### config.mk
export PLATFORM = sky130hd
export DESIGN_NAME = multicycle_ctrl
export DESIGN_NICKNAME = d
export VERILOG_FILES = /design/src/rtl/ctrl_pkg.sv /design/src/rtl/ctrl_decode.sv /design/src/rtl/multicycle_ctrl.sv
export SDC_FILE = /design/constraint.sdc
export NUM_CORES = 1
export LEC_CHECK = 0
export BUFFER_PORTS_ARGS = -buffer_cell sky130_fd_sc_hd__buf_2
export CAP_MARGIN = 0
export CORE_ASPECT_RATIO = 1.75
export CORE_MARGIN = 3
export CORE_UTILIZATION = 30
export CTS_CLUSTER_SIZE = 30
export DETAILED_ROUTE_END_ITERATION = 6
export HOLD_SLACK_MARGIN = 0.08
export PLACE_DENSITY = 0.58
export SYNTH_ARGS = -nofsm -noshare
export SYNTH_HDL_FRONTEND = slang
export SYNTH_SLANG_ARGS = --single-unit
### constraint.sdc
create_clock -name clk -period 1.6 [get_ports clk]
set_input_delay 0.16 -clock clk [delete_from_list [all_inputs] [get_ports clk]]
set_output_delay 0.16 -clock clk [all_outputs]
set_load 0.005 [all_outputs]
### src/rtl/ctrl_pkg.sv
// ============================================================================
// ctrl_pkg: opcode/funct encodings, ALU/immediate codes and state types
// Revision: 1.0
// ============================================================================
`default_nettype none

package ctrl_pkg;

  localparam logic [6:0] OP_IMM    = 7'b0010011;
  localparam logic [6:0] OP_REG    = 7'b0110011;
  localparam logic [6:0] OP_LOAD   = 7'b0000011;
  localparam logic [6:0] OP_STORE  = 7'b0100011;
  localparam logic [6:0] OP_BRANCH = 7'b1100011;

  localparam logic [2:0] F3_ADD = 3'b000;
  localparam logic [2:0] F3_LW  = 3'b010;
  localparam logic [2:0] F3_SW  = 3'b010;
  localparam logic [2:0] F3_BEQ = 3'b000;
  localparam logic [2:0] F3_BNE = 3'b001;
  localparam logic [6:0] F7_ADD = 7'b0000000;

  localparam logic [2:0] ALU_ADD = 3'b000;
  localparam logic [2:0] ALU_SUB = 3'b001;

  localparam logic [1:0] IMM_I = 2'b00;
  localparam logic [1:0] IMM_S = 2'b01;
  localparam logic [1:0] IMM_B = 2'b10;

  typedef enum logic [2:0] {
    FETCH     = 3'd0,
    DECODE    = 3'd1,
    EXECUTE   = 3'd2,
    WRITEBACK = 3'd3,
    TRAP      = 3'd4
  } ctrl_state_t;

  typedef enum logic [2:0] {
    CLS_NONE   = 3'd0,
    CLS_ALU    = 3'd1,
    CLS_LOAD   = 3'd2,
    CLS_STORE  = 3'd3,
    CLS_BRANCH = 3'd4
  } instr_class_t;

endpackage

`default_nettype wire

### src/rtl/ctrl_decode.sv
// ============================================================================
// ctrl_decode: combinational IR decode into class, control fields, legal bit
// Revision: 1.0
// ============================================================================
`default_nettype none

module ctrl_decode
  import ctrl_pkg::*;
(
  input  logic [6:0]   opcode,
  input  logic [2:0]   funct3,
  input  logic [6:0]   funct7,
  output instr_class_t cls,
  output logic [2:0]   alu_ctrl,
  output logic         alu_src,
  output logic [1:0]   imm_src,
  output logic         result_src,
  output logic         is_bne,
  output logic         legal
);

  always_comb begin
    cls        = CLS_NONE;
    alu_ctrl   = ALU_ADD;
    alu_src    = 1'b0;
    imm_src    = IMM_I;
    result_src = 1'b0;
    is_bne     = 1'b0;
    legal      = 1'b0;
    case (opcode)
      OP_IMM: if (funct3 == F3_ADD) begin
        cls     = CLS_ALU;
        alu_src = 1'b1;
        legal   = 1'b1;
      end
      OP_REG: if (funct3 == F3_ADD && funct7 == F7_ADD) begin
        cls   = CLS_ALU;
        legal = 1'b1;
      end
      OP_LOAD: if (funct3 == F3_LW) begin
        cls        = CLS_LOAD;
        alu_src    = 1'b1;
        result_src = 1'b1;
        legal      = 1'b1;
      end
      OP_STORE: if (funct3 == F3_SW) begin
        cls     = CLS_STORE;
        alu_src = 1'b1;
        imm_src = IMM_S;
        legal   = 1'b1;
      end
      OP_BRANCH: if (funct3 == F3_BEQ || funct3 == F3_BNE) begin
        cls      = CLS_BRANCH;
        alu_ctrl = ALU_SUB;
        imm_src  = IMM_B;
        is_bne   = (funct3 == F3_BNE);
        legal    = 1'b1;
      end
      default: ;
    endcase
  end

endmodule

`default_nettype wire

### src/rtl/multicycle_ctrl.sv
// ============================================================================
// multicycle_ctrl: FETCH/DECODE/EXECUTE/WRITEBACK sequencer for the RV32I core.
// Optional retired-instruction counter: MULTICYCLE_CTRL_INSTR_COUNT_EN.
// Revision: 1.0
// ============================================================================
`default_nettype none

module multicycle_ctrl
  import ctrl_pkg::*;
#(
  parameter int DATA_WIDTH     = 32,
  parameter int ALU_CTRL_WIDTH = 3
) (
  input  logic                      clk,
  input  logic                      rst,
  input  logic [DATA_WIDTH-1:0]     instr,
  input  logic                      eq,
  output logic                      ir_write,
  output logic [ALU_CTRL_WIDTH-1:0] alu_ctrl,
  output logic                      alu_src,
  output logic [1:0]                imm_src,
  output logic                      reg_write,
  output logic                      mem_write,
  output logic                      result_src,
  output logic                      pc_en,
  output logic                      pc_src,
  output logic                      illegal,
  output logic [31:0]               instr_count
);

  ctrl_state_t           state;
  logic [DATA_WIDTH-1:0] ir;
  logic                  illegal_q;

  instr_class_t dec_cls;
  logic [2:0]   dec_alu_ctrl;
  logic         dec_alu_src;
  logic [1:0]   dec_imm_src;
  logic         dec_result_src;
  logic         dec_is_bne;
  logic         dec_legal;

  // Register and immediate fields belong to the datapath.
  logic unused_ir_bits;
  assign unused_ir_bits = ^{ir[24:15], ir[11:7]};

  ctrl_decode u_decode (
    .opcode     (ir[6:0]),
    .funct3     (ir[14:12]),
    .funct7     (ir[31:25]),
    .cls        (dec_cls),
    .alu_ctrl   (dec_alu_ctrl),
    .alu_src    (dec_alu_src),
    .imm_src    (dec_imm_src),
    .result_src (dec_result_src),
    .is_bne     (dec_is_bne),
    .legal      (dec_legal)
  );

  always_ff @(posedge clk) begin
    if (rst) begin
      state     <= FETCH;
      ir        <= '0;
      illegal_q <= 1'b0;
    end else begin
      case (state)
        FETCH: begin
          ir    <= instr;
          state <= DECODE;
        end
        DECODE: begin
          if (dec_legal) begin
            state <= EXECUTE;
          end else begin
            state     <= TRAP;
            illegal_q <= 1'b1;
          end
        end
        EXECUTE:   state <= (dec_cls == CLS_STORE || dec_cls == CLS_BRANCH) ? FETCH : WRITEBACK;
        WRITEBACK: state <= FETCH;
        TRAP:      state <= TRAP;
        default:   state <= FETCH;
      endcase
    end
  end

  // Outputs are decoded from state and IR; rst masks them so an aborted
  // instruction never produces a write or PC update.
  always_comb begin
    ir_write   = 1'b0;
    alu_ctrl   = '0;
    alu_src    = 1'b0;
    imm_src    = 2'b00;
    reg_write  = 1'b0;
    mem_write  = 1'b0;
    result_src = 1'b0;
    pc_en      = 1'b0;
    pc_src     = 1'b0;
    if (!rst) begin
      case (state)
        FETCH: ir_write = 1'b1;
        EXECUTE: begin
          alu_ctrl = ALU_CTRL_WIDTH'(dec_alu_ctrl);
          alu_src  = dec_alu_src;
          imm_src  = dec_imm_src;
          if (dec_cls == CLS_BRANCH) begin
            pc_en  = 1'b1;
            pc_src = dec_is_bne ? ~eq : eq;
          end else if (dec_cls == CLS_STORE) begin
            mem_write = 1'b1;
            pc_en     = 1'b1;
          end
        end
        WRITEBACK: begin
          alu_ctrl   = ALU_CTRL_WIDTH'(dec_alu_ctrl);
          alu_src    = dec_alu_src;
          imm_src    = dec_imm_src;
          reg_write  = 1'b1;
          result_src = dec_result_src;
          pc_en      = 1'b1;
        end
        default: ;
      endcase
    end
  end

  assign illegal = illegal_q & ~rst;

`ifdef MULTICYCLE_CTRL_INSTR_COUNT_EN
  logic [31:0] count_q;
  always_ff @(posedge clk) begin
    if (rst) begin
      count_q <= '0;
    end else if (pc_en) begin
      count_q <= count_q + 32'd1;
    end
  end
  assign instr_count = count_q;
`else
  assign instr_count = '0;
`endif

endmodule

`default_nettype wire

After elaboration in Yosys (flattened, before gate mapping)

Index checks and enable logic that the tools add are counted.

Register bits: 36
Word-level logic and storage cells: 75
Output and inout port bits: 45
Input port bits: 35

Reductions and logical operators: 9
Mux-type cells: 46
Equal/unequal tests: 13
Bitwise gates (word level): 4

Operator list:

| kind                                                             | count |
|---|---|
| 1-bit two-way mux                                                | 29 |
| 3-bit two-way mux                                                | 5 |
| 3-bit case mux with 5 select lines                               | 1 |
| 7-bit by 6-bit == test with 1-bit output (second input constant) | 2 |
| 3-bit by 2-bit == test with 1-bit output (second input constant) | 4 |
| 2-bit two-way mux                                                | 6 |
| 3-bit case mux with 4 select lines                               | 1 |
| 7-bit by 2-bit == test with 1-bit output (second input constant) | 1 |
| 7-bit by 5-bit == test with 1-bit output (second input constant) | 1 |
| 7-bit == test (second input constant)                            | 1 |
| 7-bit logical NOT                                                | 1 |
| 3-bit by 1-bit == test with 1-bit output (second input constant) | 2 |
| 3-bit == test (second input constant)                            | 2 |
| 3-bit logical NOT                                                | 2 |
| 1-bit case mux with 2 select lines                               | 2 |
| 1-bit case mux with 4 select lines                               | 1 |
| 2-bit case mux with 2 select lines                               | 1 |
| 2-bit OR reduction                                               | 2 |
| 1-bit inverter                                                   | 3 |
| 1-bit logical OR                                                 | 2 |
| 2-bit AND reduction                                              | 1 |
| 1-bit AND                                                        | 1 |
| 1-bit logical AND                                                | 1 |

Logic depth before layout (Yosys ltp)

Gate-level depths: netlist (run 1).

Word-level depth: 9
Gate-level depth with buffers: 5
Depth with buffers taken out: 4

Cells and area by module

From an unflattened synthesis (run 1), not the netlist that was laid out.

Cell total of the unflattened synthesis: 175
Area, all modules: 1353.8 um2

Modules (own cells, without submodules):

| module          | cells each | area an instance (um2) | sequential area each (um2) | instances |
|---|---|---|---|---|
| multicycle_ctrl | 144        | 1137.3                 | 420.4                      | 1 |
| ctrl_decode     | 31         | 216.5                  | 0.0                        | 1 |

Worst setup path after synthesis (run 1)

OpenSTA, ideal clock, no wires.

Path type: flip-flop to output port
From: register ir[2]
To: output port result_src
Setup slack: 217 ps
Required time: 1440 ps
Arrival time: 1223 ps
Stages on the path, launching flop included: 5
Path buffers: 0
Cell sequence: dfxtp_1 nor3_1 and3_1 nand4_1 nor4b_1

Cells in the longest elaborated chain, start to end: 4

RTL lines:

| item                                     | RTL line               | text |
|---|---|---|
| from (decl)                              | multicycle_ctrl.sv:32  | `logic [DATA_WIDTH-1:0] ir;` |
| from (signal assigned)                   | multicycle_ctrl.sv:68  | `ir <= instr;` |
| 7-bit by 2-bit == test with 1-bit output | ctrl_decode.sv:30      | `case (opcode)` |
| 1-bit two-way mux                        | ctrl_decode.sv:30      |  |
| 1-bit two-way mux                        | multicycle_ctrl.sv:100 | `case (state)` |
| 1-bit two-way mux                        | multicycle_ctrl.sv:99  | `if (!rst) begin` |
| to (decl)                                | multicycle_ctrl.sv:24  | `output logic result_src,` |

No other way between the ends.

Worst setup path after layout (run 1)

Ends and elaborated chain as after synthesis.

==> summary.md, run 1 <==
| Metric | Value |
|---|---|
| Io pins | 80 |
| Internal Power | 0.000881 W |
| Period minus WS final | 1.80 ns |
| Hold Vio Cnt, Final | 0 |
| Outcome | finished, violations left |
| GR Util All Layers | 10.9% |
| Share of the clock period used by the worst path | 112% |
| H-tree depth | 1 |
| Routed WL per cell | 10.6 um |
| Lkg Pwr | 0.710 nW |
| Number of synthesized register bits | 21 |
| Worst EP arrival | 1.64 ns |
| Yosys warning count | 0 |
| Comb power frac | 24.1% |
| Fin util | 37.7% |
| Routed via count | 1099 |
| CTS Hold Bufs | 0 |
| Prevailing post-synth register cell | dfxtp_1 |
| Ant diodes | 0 |
| Ys async rst share | 0% |
| Hold WC Path Type | in -> reg |
| Layout area overhead | 19.6% |
| Initial Util | 31.5% |
| Clock slew at the register clock pins of the worst setup and hold paths | 0.08 ns |
| Switching Share | 30.7% |
| CP required | 1.44 ns |
| Initial DRC count | 21 |
| First-pass GRT wire length | 4.05 mm |
| Startpoint Class | flip-flop |
| Total CTS buffers | 3 |
| Setup Viol. Count Final | 8 |
| Largest net degree at the start of global routing | 23 |
| DRT Pass-1 Iters | 4 |
| Peak Freq | 556 MHz |
| Crit end category | output port |
| Launching point of the worst reg2reg path | ir[13] |
| Skew-Pair Late Insertion Delay | 0.26 ns |
| Max Transition Viols Final | 0 |
| Sink Count | 21 |
| Worst hold start | instr[26] |
| Post-CTS setup repair buffer count | 0 |
| Unrepaired setup endpoints after global routing | true |
| Core ar. | 0.00394 sq mm |
| Max Clock Skew | 0.00198 ns |
| Post-synth EDFFs | 0 |
| Cells after synthesis | 161 |
| Routed Antenna Nets | 0 |
| WHS | 0.129 ns |
| Setup_tns | -1.08 ns |
| Final WS setup | -0.199 ns |
| Clock network power share | 27.0% |
| Sequential share of power | 48.8% |
| CTS tree | yes |
| Detailed-placement wirelength estimate | 2.02 mm |
| Root buf cell | clkbuf_8 |
| Pwr dens | 855 mW/mm^2 |
| Std-Cell Rows | 30 |
| Fillcell total | 446 |
| CP max FO | 3 |
| Die X | 54.6 um |
| Die Span Y | 91.1 um |
| Total Power | 0.00127 W |
| Port Buffers | 30 |
| Final WL | 2.63 mm |
| Post-synthesis average cell area | 7.72 sq um |
| Global route overflow | 0 |
| CP startpoint | ir[2] |
| Vias in the first global route | 989 |
| Routed vias/inst | 4.43 |
| Mapped Area | 0.00124 sq mm |
| P_sw | 0.000390 W |
| # DRC | 0 |
| Worst IR Drop VDD | 0.000531 V |
| Initial antenna violation count | 0 |
| Register area share after synthesis | 33.8% |
| CTS Buffer Depth | 2 |
| Die area | 0.00498 sq mm |
| Failing checks | setup timing |
| Max-cap viol count | 0 |
| Share of cells above drive strength 1 | 30.0% |
| Setup CP Type | reg -> out |
| Unique cell type count in the Yosys netlist | 34 |
| Worst slack, placed | -0.0167 ns |
| Nets@finish | 236 |
| Gpl congestion | 0.866 |
-- path summary, 6_finish.rpt --
kind | endpoint | slack (ns) | cells after the start
setup / recovery | result_src | -0.20 | 6
hold reg to reg | ir[28] | 0.46 | 2
hold / removal | ir[26] | 0.13 | 3
setup reg to reg | state[2] | 0.08 | 4
-- cell type report --
type | count | area, sq um | area share, %
Sequential cell | 21 | 422 | 28.4
Inverter | 1 | 3.75 | 0.253
Clock buffer | 3 | 41.3 | 2.78
Clock inverter | 1 | 5.00 | 0.337
Multi-Input combinational cell | 131 | 707 | 47.6
Timing Repair Buffer | 43 | 248 | 16.7
Tap cell | 48 | 60.1 | 4.04
-- layout by cell type, fill, tap and decap left out, drive strengths merged --
master and instances:
o21ai 1, nand4 1, nor3b 2, and4 1, a211oi 1, clkinv 1, nor4b 3, o2bb2ai 1
inv 1, and3 2, or3 1, a221o 1, nand3b 1, and4b 1, a2111oi 1, a21oi 20
conb 34, xnor2 1, o211a 1, a221oi 1, nor4 2, nor2b 4, a41o 1, nand2 34
nor3 4, clkbuf 3, nor2 8, nand2b 1, and4bb 1, dfxtp 21, buf 43, nand3 2
-- synth_stat cells, types with 2 or more instances --
cell / n / area share [%]
a21oi_1: 20 / 8.1
and3_1: 2 / 1.0
buf_2: 2 / 0.81
buf_4: 34 / 21
clkbuf_1: 4 / 1.2
dfxtp_1: 21 / 34
nand2_1: 34 / 10
nand3_1: 2 / 0.81
nor2_1: 8 / 2.4
nor2b_1: 4 / 2.0
nor3_1: 3 / 1.2
nor3b_1: 2 / 1.2
nor4_1: 2 / 1.0
nor4b_1: 3 / 2.1
-- what timing repair did --
action | 4_1_cts | 5_1_grt
setup endpoints to repair | 8 | 9
resized for setup | 8 | 2
pin swaps | 2 | 1
-- per-layer routing --
layer | wire length (um) | vias to the layer above | track usage [%]
met5 | 0 | - | 0
met4 | 57 | 0 | 7.48
met3 | 220 | 4 | 1.48
met2 | 1320 | 50 | 18.2
met1 | 1030 | 489 | 11.8
li1 | - | 556 | -
-- stage by stage --
stage | instance area, sq um | cells
after floorplan | 1370 | 194
after global placement | 1390 | 244
after detailed placement | 1390 | 244
after CTS | 1480 | 248
after global routing | 1490 | 248
final | 1490 | 248
-- flip-flops by register name (all words and copies together) (netlist names) --
signal     flops
state          3
ir            17
illegal_q      1
-- power groups by stage --
stage	clock, W	sequential, W	combinational (W)
global placement	0	0.000629	0.000295
global route	0.000367	0.000628	0.000351
floorplan	0	0.000621	0.000250
CTS	0.000356	0.000620	0.000306
detailed placement	0	0.000630	0.000299
finish	0.000343	0.000621	0.000307
-- cell families after synthesis --
kind of cell	synth area share, %
compound gates	14.5
xor+xnor	0.705
simple gates	27.5
other cells	0.302
flops	33.8
buf+inv	23.2
-- worst max-delay path: stages, from the launching register on --
cell,delay [ns]
dfxtp_2,0.33
nor3_2,0.17
buf_4,0.14
and3_4,0.19
nand4_1,0.13
nor4b_2,0.27
buf_2,0.15
(Power assumes the default switching activity.)
==> inputs of run 2 (changes only) <==
--- a/config.mk
+++ b/config.mk
@@ -5,8 +5,7 @@
 export SDC_FILE = /design/constraint.sdc
 export NUM_CORES = 1
 export LEC_CHECK = 0
-export BUFFER_PORTS_ARGS = -buffer_cell sky130_fd_sc_hd__buf_2
-export CAP_MARGIN = 0
+export BUFFER_PORTS_ARGS = -buffer_cell sky130_fd_sc_hd__buf_4
 export CORE_ASPECT_RATIO = 1.75
 export CORE_MARGIN = 3
 export CORE_UTILIZATION = 30
==> run 2 against run 1 <==
Net effect: wire length is 1.7% higher; fmax up 0.89%; the flow still finishes with violations (setup timing); count of clock-buffer cells in the layout stayed put; highest routed layer unchanged; critical endpoint is now mem_write; register-to-register slack improved by 0.04 ns; hold slack better by 0.016 ns; via count down 1.2%.
==> summary.md, run 2 (synthesis results as in run 1) <==
| Metric | Value |
|---|---|
| Outcome | finished, violations left |
| Failing checks | setup timing |
| Largest net degree at the start of global routing | 23 |
| Worst path most repeated cell | buf_4 |
| Setup Viol. Count Final | 8 |
| Worst slack, placed | -0.0856 ns |
| Reg area | 427 sq um |
| Slowest stage delay, CP | 0.33 ns |
| Std-Cell Rows | 30 |
| Setup CP Type | reg -> out |
| Vias in the first global route | 1021 |
| Global route overflow | 0 |
| Layout area overhead | 27.9% |
| Ant diodes | 0 |
| Root buf cell | clkbuf_8 |
| Port Buffers | 30 |
| Worst Path Buf+Inv | 3 |
| Share of cells above drive strength 1 | 32.7% |
| Levels on crit path | 7 |
| Sequential share of power | 48.2% |
| Metal-1 WL | 1.01 mm |
| Max Transition Viols Final | 0 |
| Crit end category | output port |
| Lkg Pwr | 0.731 nW |
| Commonest non-fill, non-tap cell in the layout | buf_4 |
| Inst Count DP | 242 |
| Initial antenna violation count | 0 |
| Routed WL per cell | 10.8 um |
| Finished layout cell area | 0.00159 sq mm |
| # DRC | 0 |
| First-pass GRT wire length | 4.17 mm |
| Gpl congestion | 0.821 |
| R2R setup slack | 0.12 ns |
| Clock network power share | 26.0% |
| Pwr dens | 817 mW/mm^2 |
| Met2 routed WL | 1.42 mm |
| Most frequent cells in the layout | buf_4, nand2_1, conb_1, a21oi_1, dfxtp_1 |
| Worst reg2reg path depth | 4 |
| Largest register FFs | 17 |
| Hold WC Path Type | in -> reg |
| CP max-delay cell | dfxtp_2 |
| Total CTS buffers | 3 |
| Fin util | 40.3% |
| Final WL | 2.67 mm |
| Switching Share | 30.3% |
| Die X | 54.6 um |
| Peak Freq | 561 MHz |
| Dpl cell area | 0.00145 sq mm |
| Multi-input gate area | 737 sq um |
| CP max FO | 3 |
| Period minus WS final | 1.78 ns |
| Startpoint Class | flip-flop |
| Unrepaired setup endpoints after global routing | true |
| Fillcell total | 450 |
| Io pins | 80 |
| Top flop regs | ir: 17 flops, state: 3 flops, illegal_q: 1 flops |
| Detailed-placement wirelength estimate | 2.06 mm |
| Share of the clock period used by the worst path | 111% |
| Routed vias/inst | 4.40 |
| Routed via count | 1086 |
| CTS Buffer Depth | 2 |
| Skew-Pair Late Insertion Delay | 0.26 ns |
| CTS Hold Bufs | 0 |
| CTS tree | yes |
| Max Clock Skew | 0.00479 ns |
| Largest Register | ir |
| Hold Path Cell Cnt | 3 |
| Nets@finish | 235 |
| Routed Antenna Nets | 0 |
| Core ar. | 0.00394 sq mm |
| DRT Pass-1 Iters | 2 |
| Final instance count without filler cells | 247 |
| Internal Power | 0.000905 W |
| P_sw | 0.000394 W |
| Die area | 0.00498 sq mm |
| Initial DRC count | 6 |
| CP required | 1.44 ns |
| Crit path max-delay family | simple AND/OR/NAND/NOR gates |
| Die Span Y | 91.1 um |
| Top Layer Used | met4 |
| Comb power frac | 25.8% |
| H-tree depth | 1 |
| Worst EP arrival | 1.62 ns |
| Total Power | 0.00130 W |
| Clock slew at the register clock pins of the worst setup and hold paths | 0.08 ns |
| Sink Count | 21 |
| Hold Vio Cnt, Final | 0 |
| Final WS setup | -0.183 ns |
| GR Util All Layers | 11.1% |
| DR WL met3 | 202 um |
| CP Cell Sequence | nor3_2, buf_4, and3_4, nand4_1, buf_4, nor3_2, buf_4 |
| Max-cap viol count | 0 |
| Worst IR Drop VDD | 0.000476 V |
| Initial Util | 31.5% |
-- run 2: cell types whose count changed in the layout (fill, tap and decap cells not counted), sizes merged --
cell / before / now
buf: 43 / 42
-- run 2: worst paths after layout --
check        startpoint   endpoint
max              ir[14]  mem_write
min           instr[14]     ir[14]
max reg2reg       ir[5]   state[2]
min reg2reg      ir[28]     ir[28]
-- run 2: area by class of cell --
class | count | area share [%]
clock buffer | 3 | 2.60
tap | 48 | 3.78
sequential | 21 | 26.9
clock inverter | 1 | 0.315
timing repair buffer | 42 | 19.8
multi-input combinational | 131 | 46.4
inverter | 1 | 0.236
-- run 2: power by group through the flow --
stage | Sequential, W | Clock (W) | Combinational (W)
global route | 0.000634 | 0.000365 | 0.000385
detailed placement | 0.000628 | 0 | 0.000315
floorplan | 0.000621 | 0 | 0.000250
finish | 0.000626 | 0.000338 | 0.000335
global placement | 0.000626 | 0 | 0.000311
CTS | 0.000622 | 0.000349 | 0.000334
-- run 2: metrics by stage --
stage,TNS [ns],hold slack [ns]
detailed placement,-0.261,0.415
floorplan,0,0.243
finish,-0.948,0.145
global placement,-0.157,0.410
CTS,-1.10,0.140
global route,-1.67,0.150
-- run 2: worst reg2reg max path, delay by kind of cell (launching register included) --
kind / cells / cell delay [ns]
compound gates: 3 / 0.75
flops: 1 / 0.37
simple gates: 1 / 0.27
-- run 2: layer usage --
layer | up-vias | global-route usage [%]
met1 | 483 | 11.9
met5 | - | 0
li1 | 555 | -
met4 | 0 | 5.61
met2 | 46 | 19.8
met3 | 2 | 0.985
-- run 2: repair_timing --
action	4_1_cts	5_1_grt
pin swaps	5	4
gates resized for setup	13	6
setup endpoints to repair	9	9
hold endpoints to repair	0	0
gates cloned	0	0
buffers inserted	1	0
